[src/rtl/regbank_shadow.sv]
// regbank_shadow: N x W control register file behind a 4-phase req/ack bus.
// Per-register shadow/active double-buffering, commit pulse, write lock
// and error reporting. Optional feature macro: REG_PARITY_EN (per-register
// even parity on the shadow copies, sticky par_err in ctrl bit2).
// Ports:
//   sclk, rstn        clock (rising), async active-low reset
//   req, wre          access request (4-phase), 1 = write
//   addr, din         address and write data, sampled with req
//   ack, dout, err    response; dout/err valid while ack = 1, else 0
//   regs_q            active copies, reg i = [i*DATA_W +: DATA_W]
//   commit_p          one-cycle pulse when shadowed active copies update
module regbank_shadow #(
   parameter int                            REG_COUNT   = 16,
   parameter int                            DATA_W      = 8,
   parameter int                            ADDR_W      = 8,
   parameter logic [REG_COUNT*DATA_W-1:0]   RST_VAL     = '0,
   parameter logic [REG_COUNT*DATA_W-1:0]   RD_MASK     = '1,
   parameter logic [REG_COUNT-1:0]          SHADOW_MASK = '0,
   parameter logic [ADDR_W-1:0]             CTRL_ADDR   = '1
) (
   input  logic                          sclk,
   input  logic                          rstn,
   input  logic                          req,
   input  logic                          wre,
   input  logic [ADDR_W-1:0]             addr,
   input  logic [DATA_W-1:0]             din,
   output logic                          ack,
   output logic [DATA_W-1:0]             dout,
   output logic                          err,
   output logic [REG_COUNT*DATA_W-1:0]   regs_q,
   output logic                          commit_p
);

   localparam int TOT_W = REG_COUNT * DATA_W;
   localparam int IDX_W = (REG_COUNT > 1) ? $clog2(REG_COUNT) : 1;
   localparam logic [ADDR_W-1:0] NREG_A = ADDR_W'(REG_COUNT);

   typedef enum logic {
      IDLE,
      RESP
   } state_t;

   state_t              state_q, state_d;
   logic                ack_q, ack_d;
   logic [DATA_W-1:0]   dout_q, dout_d;
   logic                err_q, err_d;
   logic                commit_q, commit_d;
   logic                lock_q, lock_d;
   logic [TOT_W-1:0]    shadow_q, shadow_d;
   logic [TOT_W-1:0]    active_q, active_d;

   logic                is_data;
   logic                is_ctrl;
   logic [IDX_W-1:0]    idx;
   logic [DATA_W-1:0]   sh_rd;
   logic [DATA_W-1:0]   rd_msk;
   logic [DATA_W-1:0]   ctrl_rd;

   assign is_data = (addr < NREG_A);
   assign is_ctrl = (addr == CTRL_ADDR);
   assign idx     = addr[IDX_W-1:0];
   assign sh_rd   = shadow_q[idx*DATA_W +: DATA_W];
   assign rd_msk  = RD_MASK[idx*DATA_W +: DATA_W];

`ifdef REG_PARITY_EN
   function automatic logic [REG_COUNT-1:0] par_of(
      input logic [TOT_W-1:0] v
   );
      logic [REG_COUNT-1:0] r;
      for (int i = 0; i < REG_COUNT; i++) begin
         r[i] = ^v[i*DATA_W +: DATA_W];
      end
      return r;
   endfunction

   localparam logic [REG_COUNT-1:0] PAR_RST = par_of(RST_VAL);

   logic [REG_COUNT-1:0] par_q, par_d;
   logic [REG_COUNT-1:0] par_bad;
   logic                 par_err_q, par_err_d;

   // Even parity: stored bit equals XOR of the data, so any
   // single-bit upset in the shadow copy shows up as a mismatch.
   always_comb begin
      par_bad = '0;
      for (int i = 0; i < REG_COUNT; i++) begin
         par_bad[i] = par_q[i] ^ (^shadow_q[i*DATA_W +: DATA_W]);
      end
   end
`endif

   always_comb begin
      ctrl_rd    = '0;
      ctrl_rd[1] = lock_q;
`ifdef REG_PARITY_EN
      ctrl_rd[2] = par_err_q;
`endif
   end

   always_comb begin
      state_d  = state_q;
      ack_d    = ack_q;
      dout_d   = dout_q;
      err_d    = err_q;
      commit_d = 1'b0;
      lock_d   = lock_q;
      shadow_d = shadow_q;
      active_d = active_q;
`ifdef REG_PARITY_EN
      par_d     = par_q;
      par_err_d = par_err_q | (|par_bad);
`endif
      unique case (state_q)
         IDLE: begin
            if (req) begin
               state_d = RESP;
               ack_d   = 1'b1;
               dout_d  = '0;
               err_d   = 1'b0;
               unique case (1'b1)
                  is_data: begin
                     if (wre) begin
                        if (lock_q) begin
                           err_d = 1'b1;
                        end else begin
                           shadow_d[idx*DATA_W +: DATA_W] = din;
                           if (!SHADOW_MASK[idx]) begin
                              active_d[idx*DATA_W +: DATA_W] = din;
                           end
`ifdef REG_PARITY_EN
                           par_d[idx] = ^din;
`endif
                        end
                     end else begin
                        dout_d = sh_rd & rd_msk;
`ifdef REG_PARITY_EN
                        err_d  = par_bad[idx];
`endif
                     end
                  end
                  is_ctrl: begin
                     if (wre) begin
                        // Lock and commit land on the same edge; commit
                        // copies the shadow state as it was before it.
                        lock_d = din[1];
                        if (din[0]) begin
                           commit_d = 1'b1;
                           for (int i = 0; i < REG_COUNT; i++) begin
                              if (SHADOW_MASK[i]) begin
                                 active_d[i*DATA_W +: DATA_W] =
                                    shadow_q[i*DATA_W +: DATA_W];
                              end
                           end
                        end
                     end else begin
                        dout_d = ctrl_rd;
                     end
                  end
                  default: begin
                     err_d = 1'b1;
                  end
               endcase
            end
         end
         RESP: begin
            if (!req) begin
               state_d = IDLE;
               ack_d   = 1'b0;
               dout_d  = '0;
               err_d   = 1'b0;
            end
         end
         default: begin
            state_d = IDLE;
         end
      endcase
   end

   always_ff @(posedge sclk or negedge rstn) begin
      if (!rstn) begin
         state_q   <= IDLE;
         ack_q     <= 1'b0;
         dout_q    <= '0;
         err_q     <= 1'b0;
         commit_q  <= 1'b0;
         lock_q    <= 1'b0;
         shadow_q  <= RST_VAL;
         active_q  <= RST_VAL;
`ifdef REG_PARITY_EN
         par_q     <= PAR_RST;
         par_err_q <= 1'b0;
`endif
      end else begin
         state_q   <= state_d;
         ack_q     <= ack_d;
         dout_q    <= dout_d;
         err_q     <= err_d;
         commit_q  <= commit_d;
         lock_q    <= lock_d;
         shadow_q  <= shadow_d;
         active_q  <= active_d;
`ifdef REG_PARITY_EN
         par_q     <= par_d;
         par_err_q <= par_err_d;
`endif
      end
   end

   assign ack      = ack_q;
   assign dout     = dout_q;
   assign err      = err_q;
   assign regs_q   = active_q;
   assign commit_p = commit_q;

endmodule

[config.mk]
export PLATFORM = sky130hd
export DESIGN_NAME = regbank_shadow
export DESIGN_NICKNAME = d
export VERILOG_FILES = /design/src/rtl/regbank_shadow.sv
export SDC_FILE = /design/constraint.sdc
export NUM_CORES = 1
export LEC_CHECK = 0
export CORE_MARGIN = 5
export CORE_UTILIZATION = 55
export DETAILED_ROUTE_END_ITERATION = 10
export GPL_TIMING_DRIVEN = 1
export PLACE_DENSITY = 0.85
export RECOVER_POWER = 50
export SLEW_MARGIN = 20
export SYNTH_ARGS = -nofsm -noshare
export SYNTH_HDL_FRONTEND = slang
export SYNTH_SLANG_ARGS = --single-unit
[constraint.sdc]
create_clock -name sclk -period 5.5 [get_ports sclk]
set_input_delay 0.825 -clock sclk [delete_from_list [all_inputs] [get_ports sclk]]
set_output_delay 0.825 -clock sclk [all_outputs]
set_load 0.005 [all_outputs]
=== Yosys cells after proc, flatten, opt, wreduce, memory -nomap -nowiden ===
Memories as Yosys holds them, arrays and structs flattened.
Index checks and enable logic that the tools add are counted.

* Register bits: 269
* Memory bits (read-only): 16
* Bits of input ports: 20
* Output and inout bits: 139
* Word-level logic and storage cells: 50
* Memories: 1

* Add/sub/neg operators: 1
* $lt $le $gt $ge: 2
* Equal/unequal tests: 3
* Shifts and indexed selects: 4
* Mux-type cells: 23
* Bitwise logic cells: 4
* Reductions and logical operators: 4

{| class="wikitable"
|+ Memories
! name !! depth !! bits a word !! rd ports !! clocked after memory_dff !! write ports !! line !! RTL
|-
| (no name shown) || 16 || 1 || 1 || 0 || 0 || 127 || <nowiki>if (!SHADOW_MASK[idx]) begin</nowiki>
|}

{| class="wikitable"
|+ Operator list
! operator !! number
|-
| $bwmux W128 || 2
|-
| $shift A8 B34 Y128 const A || 1
|-
| $shiftx A128 B8 Y8 || 1
|-
| $shiftx A128 B8 Y8 const A || 1
|-
| $shiftx A8 B34 Y128 || 1
|-
| $neg A7 Y34 || 1
|-
| $pmux W8 S2 || 2
|-
| $mux W8 || 3
|-
| $mux W1 || 12
|-
| $and A8 B8 Y8 || 1
|-
| $eq A8 B8 Y1 const B || 1
|-
| $lt A8 B5 Y1 const B || 1
|-
| $pmux W1 S2 || 3
|-
| $reduce_and A6 Y1 || 1
|-
| $lt A4 B5 Y1 const B || 1
|-
| $reduce_and A5 Y1 || 1
|-
| $ne A2 B2 Y1 const B || 2
|-
| $reduce_and A4 Y1 || 1
|-
| $not A1 Y1 || 3
|-
| $mux W2 || 1
|-
| $reduce_and A2 Y1 || 1
|}

=== Logic depth before layout (Yosys ltp) ===
Gate-level depths: netlist (run 1).

* Depth after elaboration: 6
* Depth in mapped cells: 11
* Gate-level depth less buffers: 6

=== Worst setup path before layout (run 1) ===
Ideal clock, no wire load.

* Kind: input to register
* From: input port addr[0]
* To: register shadow_q[10]
* Setup time: 125 ps
* Data arrival time: 3807 ps
* Required time: 5375 ps
* Slack: 1568 ps
* Cell stages on the path: 10
* Path buffers: 5
* Cells stage by stage: clkbuf_1 > buf_1 > buf_2 > clkbuf_1 > nor3_1 > ha_1 > or2_2 > clkbuf_1 > nor4_4 > mux2_2

* Longest elaborated chain between the ends: 3
* Elaborated cells between the ends (all ways): 6
* Classes of those cells: 1 x add/sub; 1 x order compare; 2 x shift; 1 x mux; 1 x reduce/logical

{| class="wikitable"
|+ Ends and longest elaborated chain
! item !! line !! RTL
|-
| start: declaration || 25 || <nowiki>input logic [ADDR_W-1:0] addr,</nowiki>
|-
| $neg A7 Y34 || 126 || <nowiki>shadow_d[idx*DATA_W +: DATA_W] = din;</nowiki>
|-
| $shiftx A8 B34 Y128 or $shift A8 B34 Y128 (tied branches) || 126 ||
|-
| $bwmux W128 || 126 ||
|-
| end signal: assignment || 200 || <nowiki>shadow_q <= shadow_d;</nowiki>
|-
| end: declaration || 49 || <nowiki>logic [TOT_W-1:0] shadow_q, shadow_d;</nowiki>
|}

Parallel ways exist; a longest one is shown, timed or not.
A chain may end at the register's enable or synchronous reset.

=== Worst setup path in the final report (run 1) ===
* From: input port addr[3]
* To: register shadow_q[113]

Same word-level chain as after synthesis.

==> results of run 1 <==
[cell type report]
type	instances	area, um2
Clock inverter	12	171
Inverter	37	139
Timing Repair Buffer	166	1620
Clock buffer	19	433
Multi-Input combinational cell	355	3290
Sequential cell	141	3530
Tap cell	172	215
Fill cell	833	3220
[synth_stat cells, types with 2 or more instances]
library cell | n | area share [%]
nand4_1 | 27 | 2.4
o21ai_0 | 17 | 1.2
and3_1 | 11 | 0.97
clkbuf_2 | 4 | 0.28
buf_2 | 8 | 0.56
mux2_2 | 100 | 16
mux2i_1 | 19 | 2.7
mux4_2 | 30 | 9.5
a21oi_1 | 2 | 0.14
nand3_1 | 6 | 0.42
nor4_4 | 4 | 1.2
a221o_1 | 5 | 0.71
nor2b_1 | 10 | 0.88
buf_1 | 4 | 0.21
nor4_1 | 6 | 0.53
nand2_1 | 39 | 2.1
inv_1 | 37 | 2.0
nor3b_1 | 2 | 0.21
a22oi_1 | 4 | 0.42
nor3_1 | 7 | 0.49
dfrtp_1 | 141 | 50
xnor2_1 | 2 | 0.25
nor2_1 | 9 | 0.48
clkbuf_1 | 22 | 1.2
and2_1 | 32 | 2.8
ha_1 | 3 | 0.53
a22o_1 | 6 | 0.74
nand2b_1 | 2 | 0.18
[sequential cells by signal (all words and copies together) (netlist names)]
register  flops
shadow_q    128
dout          8
lock_q        1
err           1
state_q       1
ack           1
commit_p      1
[worst paths after layout]
check / end / slack (ns) / cells past startpoint
max in group asynchronous: shadow_q[8] / 2.13 / 2
min in group asynchronous: shadow_q[90] / 1.16 / 1
hold / removal: dout[2] / 0.49 / 2
hold reg to reg: dout[2] / 0.49 / 2
setup reg to reg: shadow_q[60] / 2.72 / 4
setup / recovery: shadow_q[113] / 1.69 / 7
[kinds of logic (layout without fill, tap and decap cells)]
group,count (synthesis),in the layout,share of synthesized area [%]
xor gates and xnor gates,2,2,0.247
AOI/OAI and AO/OA,36,36,3.44
adders and majority gates,4,4,0.671
buffers and inverters,75,234,4.18
muxes,149,149,28.1
and+or+nand+nor,164,164,13.6
DFF,141,141,49.8
[through the flow]
step	power [mW]	hold slack (ns)	utilization (%)	std cells
floorplan	1.19	0.473	-	571
global route	2.53	0.518	74.5	902
global placement	1.28	0.468	69.7	871
CTS	2.47	0.495	74.5	902
finish	2.46	0.490	74.5	902
detailed placement	1.29	0.482	69.7	871
[worst max-delay path: cells and delay by family]
| kind | cells | cell delay, ns |
|---|---|---|
| multiplexers | 1 | 0.52 |
| buffers and inverters | 3 | 0.94 |
| adder cells (fa/ha/maj) | 1 | 0.46 |
| AND/OR/NAND/NOR | 2 | 1.37 |
[per-layer routing]
metal / GRT usage, % / routed length [um] / up-vias
li1: - / - / 2357
met1: 40.5 / 9070 / 2891
met2: 47.1 / 10600 / 296
met3: 7.82 / 1710 / 47
met4: 12.5 / 622 / 0
met5: 0 / 0 / -
[report_power, final]
part	total, mW	internal, mW	switching [mW]	leakage (nW)
Combinational	0.208	0.0806	0.128	2.47
Sequential	1.06	1.05	0.0123	1.80
Clock	1.19	0.751	0.442	0.289
Total	2.46	1.88	0.582	4.57
==> metrics, run 1 <==
CP Data Required Time=5.82 ns; Post-Route Setup TNS=0 ns; Hold Fails Final Rpt=0; Crit. Startpoint=addr[3]; setup bufs post-CTS=0; Max Clock Skew=0.00546 ns; CP max-delay cell=nand4_1; most common cell after layout, fill and taps aside=dfrtp_1; PortBufs=158; # IOs=159; routed len/inst=24.4 um; ys async rst share=100%; final WL=22000 um; CP Max Fanout=14; Total GRT Usage=30.2%; antenna violations before repair=0; Final GP Congestion=0.903; H-tree Lvls=4; CP Class=in2reg; vias in the first global route=5909; pre-CTS WS=1.35 ns; Mapped Area=7090 um2; Congestion Overflow GR=0; DRC=0; DRT iter0 DRCs=562; post-synth cell types=40; FP Rows=41; Yosys Warn Count=0; clk_lat worst skew=0.43 ns; status=complete, but fails checks; final setup fails=0; largest net degree at the start of global routing=100; maximum capacitance violations=1; Die Span Y=124 um; CTS tree=built; startpoint types=primary input; core area=12600 um2; RSZ-0062 raised after global routing=false; final setup margin=1.69 ns; Final min period=3.81 ns; Post-CTS Hold Buffers=0; sequential-to-total area share from yosys stat=49.8%; ANT nets after route=0; Leak=4.57 nW; Clock Path Buffers=2; Worst Hold Class=reg2reg; Yosys reg bits=141; Peak VDD IR=0.185 mV; Slew Limit Fails=100; global-route wire length before repair=33800 um; reg2reg start=state_q; most frequent cells in the layout=dfrtp_1 (141), mux2_2 (100), clkdlybuf4s50_1 (87); fmax=263 MHz; root buffer selected by CTS=clkbuf_16; ratio of cells with drive above 1 in the final layout=24.8%; vias per cell=6.20; final worst path period share=69.2%; worst slew pin tran=2.47 ns; ant diodes=0; crit path capture type=flop; crit-path cells=clkdlybuf4s50_1 > buf_4 > inv_1 > ha_1 > nor3_1 > nand4_1 > mux2_2; area post-placement=8800 um2; Max-slew headroom=-64.7%; initial core utilization=56.2%; Hold Crit Start=dout[2]; area grow syn2layout=32.6%; power density cells=262 nW/um2; post-CTS sizing=0; Final Cell Area=9400 um2; Post-Syn Instances=571; DP Wirelength=15500 um; drt pass-1 iters=6; ys flop type=dfrtp_1; # clock sinks=141; Via Count=5591; die width=124 um; failing checks=capacitance limit, slew limit; Layout Nets=741; total CTS buffers=17; EDFF count, synth=0; Syn Nets=594; Mean Syn Cell Area=12.4 um2; clk slew on worst S/H paths=0.06 ns; Critical Path AT=4.12 ns; CP max stage delay=0.76 ns; die area=15300 um2
(Power assumes the default switching activity.)
==> inputs of run 2 (changes only) <==
--- a/config.mk
+++ b/config.mk
@@ -6,10 +6,10 @@
 export NUM_CORES = 1
 export LEC_CHECK = 0
 export CORE_MARGIN = 5
-export CORE_UTILIZATION = 55
+export CORE_UTILIZATION = 51
 export DETAILED_ROUTE_END_ITERATION = 10
 export GPL_TIMING_DRIVEN = 1
-export PLACE_DENSITY = 0.85
+export PLACE_DENSITY = 0.8
 export RECOVER_POWER = 50
 export SLEW_MARGIN = 20
 export SYNTH_ARGS = -nofsm -noshare
==> constraint.sdc (replaced) <==
create_clock -name sclk -period 3.95 [get_ports sclk]
set_input_delay 0.5925 -clock sclk [delete_from_list [all_inputs] [get_ports sclk]]
set_output_delay 0.5925 -clock sclk [all_outputs]
set_load 0.005 [all_outputs]
==> run 2 against run 1 <==
Compared with the run above: the flow still finishes with violations (capacitance limit, slew limit); combinational power rose by 43%; total power increased by 41%; first-iteration DRC count decreased by 12%; clock power increased by 42%; wire length grew 1.9%; cell count is 2.5% higher; critical path depth up 1; flip-flop and latch count did not move; hold slack gained 0.012 ns; register-to-register slack worse by 1.6 ns; final area rose by 1.4%; critical path type unchanged; largest power group unchanged; highest routed layer unchanged.
==> metrics, run 2 (same netlist as run 1, synthesis figures left out) <==
Final GP Congestion=0.895 (-0.85%); final setup fails=0 (unchanged); Levels on crit path=8 (+1); die area=16400 um2 (+7.2%); crit-path cells=clkdlybuf4s50_1 > buf_4 > inv_1 > ha_1 > xnor2_1 > nor2b_1 > nand3_1 > mux2_2; global-route wire length before repair=34800 um (+3.0%); hold path depth=2 (unchanged); clk slew on worst S/H paths=0.06 ns (about the same); area post-placement=8920 um2 (+1.3%); antenna violations before repair=0 (unchanged); DRT iter0 DRCs=497 (-12%); H-tree Lvls=4 (unchanged); PortBufs=158 (unchanged); maximum capacitance violations=2 (+1); Peak VDD IR=0.300 mV (+62%); Clock Path Buffers=2 (unchanged); Hold Fails Final Rpt=0 (unchanged); Post-Route Setup TNS=0 ns (unchanged); CP Class=in2reg; Final Cell Area=9530 um2 (+1.4%); CP max stage delay=0.77 ns (about the same); Congestion Overflow GR=0 (unchanged); Leak=4.66 nW (+2.0%); CP delay by family, top=simple AND/OR/NAND/NOR gates; ANT nets after route=0 (unchanged); failing checks=capacitance limit, slew limit; pre-CTS WS=0.307 ns (-1.04 ns); Power Total=3.47 mW (+41%); drt pass-1 iters=6 (unchanged); # clock sinks=141 (unchanged); WP buf/inv=3 (unchanged); Worst Hold Class=reg2reg; DRC=0 (unchanged); CTS tree=built; Max Clock Skew=0.00614 ns (+0.000689 ns); max reg flops=128 (unchanged); ratio of cells with drive above 1 in the final layout=26.0% (+1.2 points); crit path capture type=flop; RSZ-0062 raised after global routing=false; R2R depth=4 (unchanged); routed len/inst=24.2 um (-0.64%); root buffer selected by CTS=clkbuf_16; Most flops, register=shadow_q; vias in the first global route=5974 (+1.1%); largest net degree at the start of global routing=85 (-15%); DP Wirelength=15500 um (about the same); power density cells=364 nW/um2 (+39%); final setup margin=0.663 ns (-1.03 ns); setup bufs post-CTS=0 (unchanged); Via Count=5677 (+1.5%); Die Span Y=128 um (+3.5%); clk_lat worst skew=0.42 ns (about the same); filler instances=1017 (+22%); Layout Nets=757 (+2.2%); Total GRT Usage=28.2% (-2.0 points); most common cell after layout, fill and taps aside=dfrtp_1; CP max-delay cell=nor2b_1; FP Rows=43 (+4.9%); area grow syn2layout=34.4%; Max-slew headroom=-38.9% (+26 points); Critical Path AT=3.59 ns (-0.53 ns); core area=13800 um2 (+9.1%); Post-CTS Hold Buffers=0 (unchanged); die width=128 um (+3.5%); initial core utilization=51.5% (-4.7 points); final worst path period share=83.2%; status=complete, but fails checks; # IOs=159 (unchanged); vias per cell=6.14 (-0.99%); worst slew pin tran=2.08 ns (-0.388 ns); fmax=304 MHz; most frequent cells in the layout=dfrtp_1 (141), mux2_2 (100), clkdlybuf4s50_1 (88); CP Data Required Time=4.26 ns (-1.56 ns); final WL=22400 um (+1.9%); CP Max Fanout=10 (-4); Final min period=3.29 ns; post-CTS sizing=0 (unchanged); footprint of the multi-input gates=3270 um2 (-0.53%); FF/Latch Area=3530 um2 (unchanged); startpoint types=primary input; total CTS buffers=17 (unchanged); Slew Limit Fails=109 (+9.0%); ant diodes=0 (unchanged)
-- run 2: changes by cell type in the layout (fill, tap and decap cells not counted), sizes merged --
cell and delta:
clkinvlp -3, clkdlybuf4s50 +1, buf +15, bufinv -1, dlygate4sd3 -1, clkinv -2, clkbuf +6
-- run 2: worst reg2reg max path, stage by stage, from the launching register on --
cell and delay (ns):
dfrtp_1 0.45, or4bb_1 0.60, or2_0 0.44, nor4_4 0.77
mux2_2 0.43
-- run 2: final timing paths --
| kind | start | endpoint | slack (ns) |
|---|---|---|---|
| worst max register to register | state_q | shadow_q[28] | 1.14 |
| worst min-delay path | dout[3] | dout[3] | 0.50 |
| worst min register to register | dout[3] | dout[3] | 0.50 |
| worst max-delay path | addr[1] | shadow_q[65] | 0.66 |
| min in group asynchronous | rstn | shadow_q[106] | 0.77 |
| max in group asynchronous | rstn | shadow_q[0] | 1.49 |
-- run 2: power by group --
group / internal, mW / switching (mW) / total (mW)
logic: 0.119 / 0.179 / 0.298
registers: 1.46 / 0.0167 / 1.48
clock network: 1.10 / 0.591 / 1.69
total: 2.68 / 0.787 / 3.47
-- run 2: through the flow --
| step | hold WS, ns | instances | utilization (%) |
|---|---|---|---|
| 2_1_floorplan | 0.297 | 571 | - |
| 3_3_place_gp | 0.483 | 895 | 64.7 |
| 3_5_place_dp | 0.497 | 895 | 64.7 |
| 4_1_cts | 0.253 | 925 | 69.3 |
| 5_1_grt | 0.549 | 925 | 69.2 |
| 6_report | 0.502 | 925 | 69.2 |
-- run 2: cell type report --
cell class | count | share of cell area (%)
inverters | 37 | 1.46
flip-flops and latches | 141 | 37.0
clock buffers | 24 | 5.47
repair buffers | 182 | 18.3
clock inverters | 6 | 1.10
well taps | 180 | 2.36
multi-input cells | 355 | 34.3
-- run 2: per-layer routing --
layer | GRT usage, % | vias to the layer above | part of all wire, %
met5 | 0 | - | 0
met4 | 9.99 | 0 | 2.6
met3 | 5.83 | 50 | 8.2
met2 | 44.4 | 316 | 48
met1 | 39.1 | 2911 | 42
li1 | - | 2400 | -
==> inputs of run 3 (changes only) <==
--- a/config.mk
+++ b/config.mk
@@ -6,10 +6,10 @@
 export NUM_CORES = 1
 export LEC_CHECK = 0
 export CORE_MARGIN = 5
-export CORE_UTILIZATION = 51
+export CORE_UTILIZATION = 46
 export DETAILED_ROUTE_END_ITERATION = 10
 export GPL_TIMING_DRIVEN = 1
-export PLACE_DENSITY = 0.8
+export PLACE_DENSITY = 0.76
 export RECOVER_POWER = 50
 export SLEW_MARGIN = 20
 export SYNTH_ARGS = -nofsm -noshare
==> constraint.sdc (replaced) <==
create_clock -name sclk -period 2.86 [get_ports sclk]
set_input_delay 0.429 -clock sclk [delete_from_list [all_inputs] [get_ports sclk]]
set_output_delay 0.429 -clock sclk [all_outputs]
set_load 0.005 [all_outputs]
==> run 3 against run 2 <==
Compared with the run above: register-to-register slack lost 0.63 ns; hold slack lost 0.062 ns; clock skew is 0.0079 ns higher; first-iteration DRC count rose by 12%; critical endpoint is now shadow_q[30]; sequential share of layout area down 0.72 points; flip-flop and latch count unchanged; critical path depth unchanged; combinational power increased by 46%; utilization shrank 5.0 points; clock power grew 28%; global-route usage shrank 2.4 points; non-clock buffer count increased by 27; the flow still finishes with violations (capacitance limit, slew limit).
==> metrics, run 3 (same netlist as run 1, synthesis figures left out) <==
Layout Nets=784 (+3.6%); clk slew on worst S/H paths=0.06 ns (about the same); # IOs=159 (unchanged); die width=134 um (+4.9%); H-tree Lvls=4 (unchanged); root buffer selected by CTS=clkbuf_16; Peak VDD IR=0.446 mV (+48%); Setup crit end=shadow_q[30]; vias in the first global route=6206 (+3.9%); power density cells=478 nW/um2 (+31%); PortBufs=158 (unchanged); vias per cell=5.96 (-2.8%); DRT iter0 DRCs=555 (+12%); DRC=0 (unchanged); clk_lat worst skew=0.43 ns (about the same); R2R Setup Slk=0.51 ns (-0.63 ns); worst slew pin tran=1.72 ns (-0.366 ns); most common cell after layout, fill and taps aside=dfrtp_1; maximum capacitance violations=1 (-1); die area=18000 um2 (+10%); ant diodes=0 (unchanged); Reg-to-Reg End=shadow_q[30]; Slew Limit Fails=68 (-38%); final setup fails=0 (unchanged); max reg flops=128 (unchanged); setup bufs post-CTS=0 (unchanged); Max Clock Skew=0.0140 ns (+0.00790 ns); antenna violations before repair=0 (unchanged); CP Max Fanout=8 (-2); ratio of cells with drive above 1 in the final layout=28.7% (+2.6 points); routed len/inst=23.4 um (-3.3%); status=complete, but fails checks; Max-slew headroom=-14.5% (+24 points); Via Count=5738 (+1.1%); RSZ-0062 raised after global routing=false; Congestion Overflow GR=0 (unchanged); Total GRT Usage=25.8% (-2.4 points); Clock Path Buffers=2 (unchanged); crit path capture type=flop; Final GP Congestion=0.955 (+6.7%); CP Data Required Time=3.17 ns (-1.09 ns); initial core utilization=46.8% (-4.7 points); most frequent cells in the layout=dfrtp_1 (141), mux2_2 (100), clkdlybuf4s50_1 (87); Hold Fails Final Rpt=0 (unchanged); failing checks=capacitance limit, slew limit; Post-Route Setup TNS=0 ns (unchanged); Crit. Startpoint=addr[1]; Post-CTS Hold Buffers=0 (unchanged); CP Class=in2reg; drt pass-1 iters=4 (-2); fmax=409 MHz; global-route wire length before repair=35400 um (+1.5%); Final min period=2.45 ns; FP Rows=45 (+4.7%); CTS tree=built; reg2reg start=state_q; post-CTS sizing=0 (unchanged); # clock sinks=141 (unchanged); Most flops, register=shadow_q; final WL=22500 um (+0.57%); startpoint types=primary input; core area=15100 um2 (+10%); DP Wirelength=16300 um (+5.4%); largest net degree at the start of global routing=68 (-20%); Leak=4.73 nW (+1.6%); ANT nets after route=0 (unchanged); DP Cell Count=930 (+3.9%); Critical Path AT=2.76 ns (-0.83 ns); area grow syn2layout=37.1%; total CTS buffers=17 (unchanged); R2R depth=6 (+2); final worst path period share=85.5%; Worst Hold Class=in2async; Die Span Y=134 um (+4.9%); fin cells=962 (+4.0%)
run 3: cell types whose count changed in the layout (fill, tap and decap cells not counted), moves of 2 or more:
cell | before | now
buf_4 | 22 | 44
clkbuf_8 | 7 | 1
clkinv_2 | 3 | 5
buf_12 | 0 | 2
clkinv_4 | 0 | 5
clkbuf_1 | 1 | 3
run 3: layer usage:
metal | vias to the layer above | GRT usage, % | part of all wire [%]
met2 | 294 | 41.4 | 48
met4 | 0 | 7.81 | 2.1
li1 | 2448 | - | -
met5 | - | 0 | 0
met3 | 42 | 6.90 | 9.0
met1 | 2954 | 34.6 | 41
run 3: layout make-up:
cell class | instances | area (um2)
clock buffers | 18 | 439
clock inverters | 14 | 145
fillers | 1097 | 5420
inverters | 37 | 139
multi-input cells | 355 | 3280
flip-flops and latches | 141 | 3530
well taps | 188 | 235
repair buffers | 209 | 1960
run 3: report_power, final:
| group | internal [mW] | switching (mW) | leakage (nW) |
|---|---|---|---|
| clock | 1.30 | 0.866 | 0.290 |
| sequential | 2.02 | 0.0229 | 1.80 |
| combinational | 0.183 | 0.254 | 2.64 |
run 3: critical path, stage by stage:
cell	delay [ns]
clkdlybuf4s50_1	0.55
inv_1	0.10
ha_1	0.26
xnor2_1	0.31
nand2_1	0.20
nor4_4	0.31
buf_4	0.24
mux2_2	0.36
run 3: worst min-delay path by stage:
| stage | start | to | slack (ns) | depth (start not counted) |
|---|---|---|---|---|
| after global placement | rstn | shadow_q[107] | 0.45 | 1 |
| after floorplan | rstn | ack | 0.13 | 0 |
| final | rstn | shadow_q[106] | 0.44 | 1 |
| after global routing | dout[1] | dout[1] | 0.54 | 2 |
| after detailed placement | rstn | dout[3] | 0.47 | 1 |
| after CTS | rstn | shadow_q[107] | 0.02 | 1 |
run 3: metrics by stage:
step / worst slack [ns] / util [%] / hold slack, ns / area [um2] / power [mW]
after global routing: 0.286 / 64.2 / 0.545 / 9720 / 4.79
after detailed placement: 0.0253 / 60.5 / 0.470 / 9160 / 2.52
final: 0.415 / 64.2 / 0.439 / 9720 / 4.65
after floorplan: 0.0116 / - / 0.133 / 7110 / 2.29
after CTS: 0.457 / 64.3 / 0.0159 / 9740 / 4.67
after global placement: 0.0685 / 60.5 / 0.448 / 9160 / 2.50
==> patch 1 (settings of run 3) <==
Build with the macro `REG_PARITY_EN` defined.
--- a/src/rtl/regbank_shadow.sv
+++ b/src/rtl/regbank_shadow.sv
@@ -10,4 +10,6 @@
 //   regs_q            active copies, reg i = [i*DATA_W +: DATA_W]
 //   commit_p          one-cycle pulse when shadowed active copies update
+`define REG_PARITY_EN
+
 module regbank_shadow #(
    parameter int                            REG_COUNT   = 16,
Function: not settled (the Yosys comparison gave no result); the edit may change what the design does.
==> patch 1 against run 3 <==
The run still ends with max-capacitance violations, max-slew violations left. Routed wire length grew 32%. Critical path depth shrank 1. Combinational power grew 36%. Clock skew shrank 5.4 ps. Maximum frequency shrank 2.3%. Area after synthesis grew 27%. Power grew 12%. Final area grew 20%. Setup slack lost 59 ps. Count of clock-buffer cells in the layout grew 4. Core utilization shrank 4.0 points. Global-route usage grew 1.4 points. Sequential cell count grew 17. Highest routed layer unchanged.
==> patch 1: results <==
set metrics [dict create \
    gp_congestion 0.947 \
    grt_pass1_wl_mm 45.4 \
    drive_above_1_share_pct 17.7 \
    grt_pass1_vias 7440 \
    drtIter0Drc 870 \
    p_leak_nw 5.26 \
    hpwl_mm 22.5 \
    synth.top_cells.by_area "dfrtp_1 44%, mux4_2 9.5%, xnor2_1 7.0%" \
    synth_cell_types 50 \
    synthCells 834 \
    fin_nets 1034 \
    routedWlPerCell_um 23.1 \
    top_layer "met4" \
    seq_area_frac_synth_pct 43.9 \
    globalRouteMet3Util_pct 6.57 \
    viasPerCell 5.69 \
    switchingPower_mw 1.35 \
    cpPeakStageDelay_ps 580 \
    grt_max_degree 65 \
    status "finished with violations" \
    instances_no_fill 1287 \
    grtUsageTotal_pct 27.2 \
    gr-usage-met2_pct 42.2 \
    post-place-ws_ps -27.3 \
    wl_met1_mm 12.0 \
    route.met2.wl_mm 14.0 \
    drv_slew 64 \
    cp.arrival_ps 2840 \
    synth_nets 859 \
    crit_path_top_delay_cell "or4_4" \
    clock_skew_ps 8.69 \
    cp_top_family "simple AND/OR/NAND/NOR gates" \
    violations "max-capacitance violations, max-slew violations" \
    synthTopCellsByCount "158 x dfrtp_1, 124 x nand2_1, 100 x o21ai_0" \
    met1_usage_pct 37.7 \
    drv_cap 1 \
]
## patch 1: final cells by class
| type | count | area (µm²) |
|---|---|---|
| flip-flops and latches | 158 | 3950 |
| multi-input cells | 582 | 4650 |
| well taps | 265 | 332 |
| clock buffers | 22 | 474 |
| clock inverters | 10 | 128 |
| inverters | 42 | 158 |
| repair buffers | 208 | 1990 |
| fillers | 1610 | 7720 |
## patch 1: final timing paths
| check | from | endpoint | slack (ps) | cells after the start |
|---|---|---|---|---|
| min in group sclk | dout[6]$_DFFE_PN0P_ | dout[6]$_DFFE_PN0P_ | 470 | 2 |
| min reg2reg | dout[6]$_DFFE_PN0P_ | dout[6]$_DFFE_PN0P_ | 470 | 2 |
| max in group asynchronous | rstn | dout[6]$_DFFE_PN0P_ | 980 | 2 |
| min | rstn | shadow_q[38]$_DFFE_PN0P_ | 440 | 1 |
| max | addr[7] | shadow_q[45]$_DFFE_PN0P_ | 360 | 7 |
| max reg2reg | shadow_q[91]$_DFFE_PN0P_ | err$_DFFE_PN0P_ | 480 | 6 |
## patch 1: worst register-to-register path: cells and delay by family (launching register included)
kind            cells  cell delay (ps)
flops               1              440
xor+xnor            3             1110
compound gates      3              670
## patch 1: power by group through the flow
stage	Clock, mW	Combinational (mW)	Sequential, mW
floorplan	0	0.319	2.33
global placement	0	0.580	2.34
detailed placement	0	0.590	2.34
CTS	2.35	0.594	2.30
global route	2.46	0.634	2.30
finish	2.33	0.593	2.30
## patch 1: cell families after synthesis
group / synth area share [%]
xor+xnor: 14.3
buf+inv: 4.61
flops: 43.9
simple gates: 12.8
mux: 15.4
fa+ha+maj: 0.805
compound gates: 8.27
==> patch 2 (settings of run 3) <==
Without the edit above. Reset style: synchronous (`rstn`), changed in one clocked block. Comments in the files are not updated.
--- a/src/rtl/regbank_shadow.sv
+++ b/src/rtl/regbank_shadow.sv
@@ -177,5 +177,5 @@
    end
 
-   always_ff @(posedge sclk or negedge rstn) begin
+   always_ff @(posedge sclk) begin
       if (!rstn) begin
          state_q   <= IDLE;
Behaviour: not the same (Yosys sat finds a counterexample within 4 cycles, from zero or initial values and one cycle with rstn low; the reset may be asserted at any time).
==> patch 2 against run 3 <==
Synthesized cell count increased by 17%. Power decreased by 2.5%. Clock skew decreased by 6.4 ps. Largest power group unchanged. Final area decreased by 2.8%. Critical path depth decreased by 2. Routed wire length increased by 5.1%. Highest routed layer unchanged. Sequential cell count unchanged. Setup slack got worse by 78 ps. Area after synthesis decreased by 3.5%.
==> patch 2: results <==
set metrics [dict create \
    status "finished, final reports clean" \
    hpwl_mm 17.1 \
    synthTopCellsByCount "153 x nand2_1, 141 x dfxtp_1, 134 x mux2i_1" \
    synth-compound-area-share_pct 4.72 \
    crit_path_top_delay_cell "nor3_2" \
    p_leak_nw 3.72 \
    r2r_slack_ps 560 \
    gp_congestion 0.931 \
    nonClkBufAreaFrac_pct 20.6 \
    ir_drop_uv 450 \
    taps 184 \
    grt_pass1_vias 6404 \
    instances_no_fill 1035 \
    synthCells 668 \
    seqPwrFrac_pct 43.5 \
    synth-main-ff-cell "dfxtp_1" \
    synth.top_cells.by_area "dfxtp_1 41%, mux2i_1 20%, mux4_2 10%" \
    drtIter0Drc 714 \
    tightest_slew_ps 1480 \
    multi_input_area_mm2 0.00383 \
    grt_max_degree 78 \
    post-route-util_pct 65.0 \
    clkbuf_count 21 \
    place_area_mm2 0.00885 \
    drive_above_1_share_pct 16.5 \
    cp_top_family "simple AND/OR/NAND/NOR gates" \
    synth-async-reset-ratio_pct 0 \
]
-- patch 2: changes by cell type in the layout (fill, tap and decap cells not counted), moves of 11 or more --
| cell | before | now |
|---|---|---|
| dfrtp_1 | 141 | 0 |
| dfxtp_1 | 0 | 141 |
| mux2i_1 | 19 | 134 |
| nand2_1 | 39 | 153 |
| mux2_2 | 100 | 2 |
| clkdlybuf4s50_1 | 87 | 17 |
| dlygate4sd3_1 | 68 | 138 |
| inv_1 | 37 | 4 |
| and2_1 | 32 | 6 |
| nand3_1 | 6 | 19 |
| nor3_4 | 0 | 12 |
| and3_1 | 11 | 0 |
-- patch 2: routing by layer --
layer  up-vias  track usage, %  share of wire, %  wire length, µm
li1       2738               -                 -                -
met1      3009            35.4                40             9480
met2       370            42.9                47            11200
met3        65            6.79               9.0             2130
met4         0            10.9               3.5              825
met5         -               0                 0                0
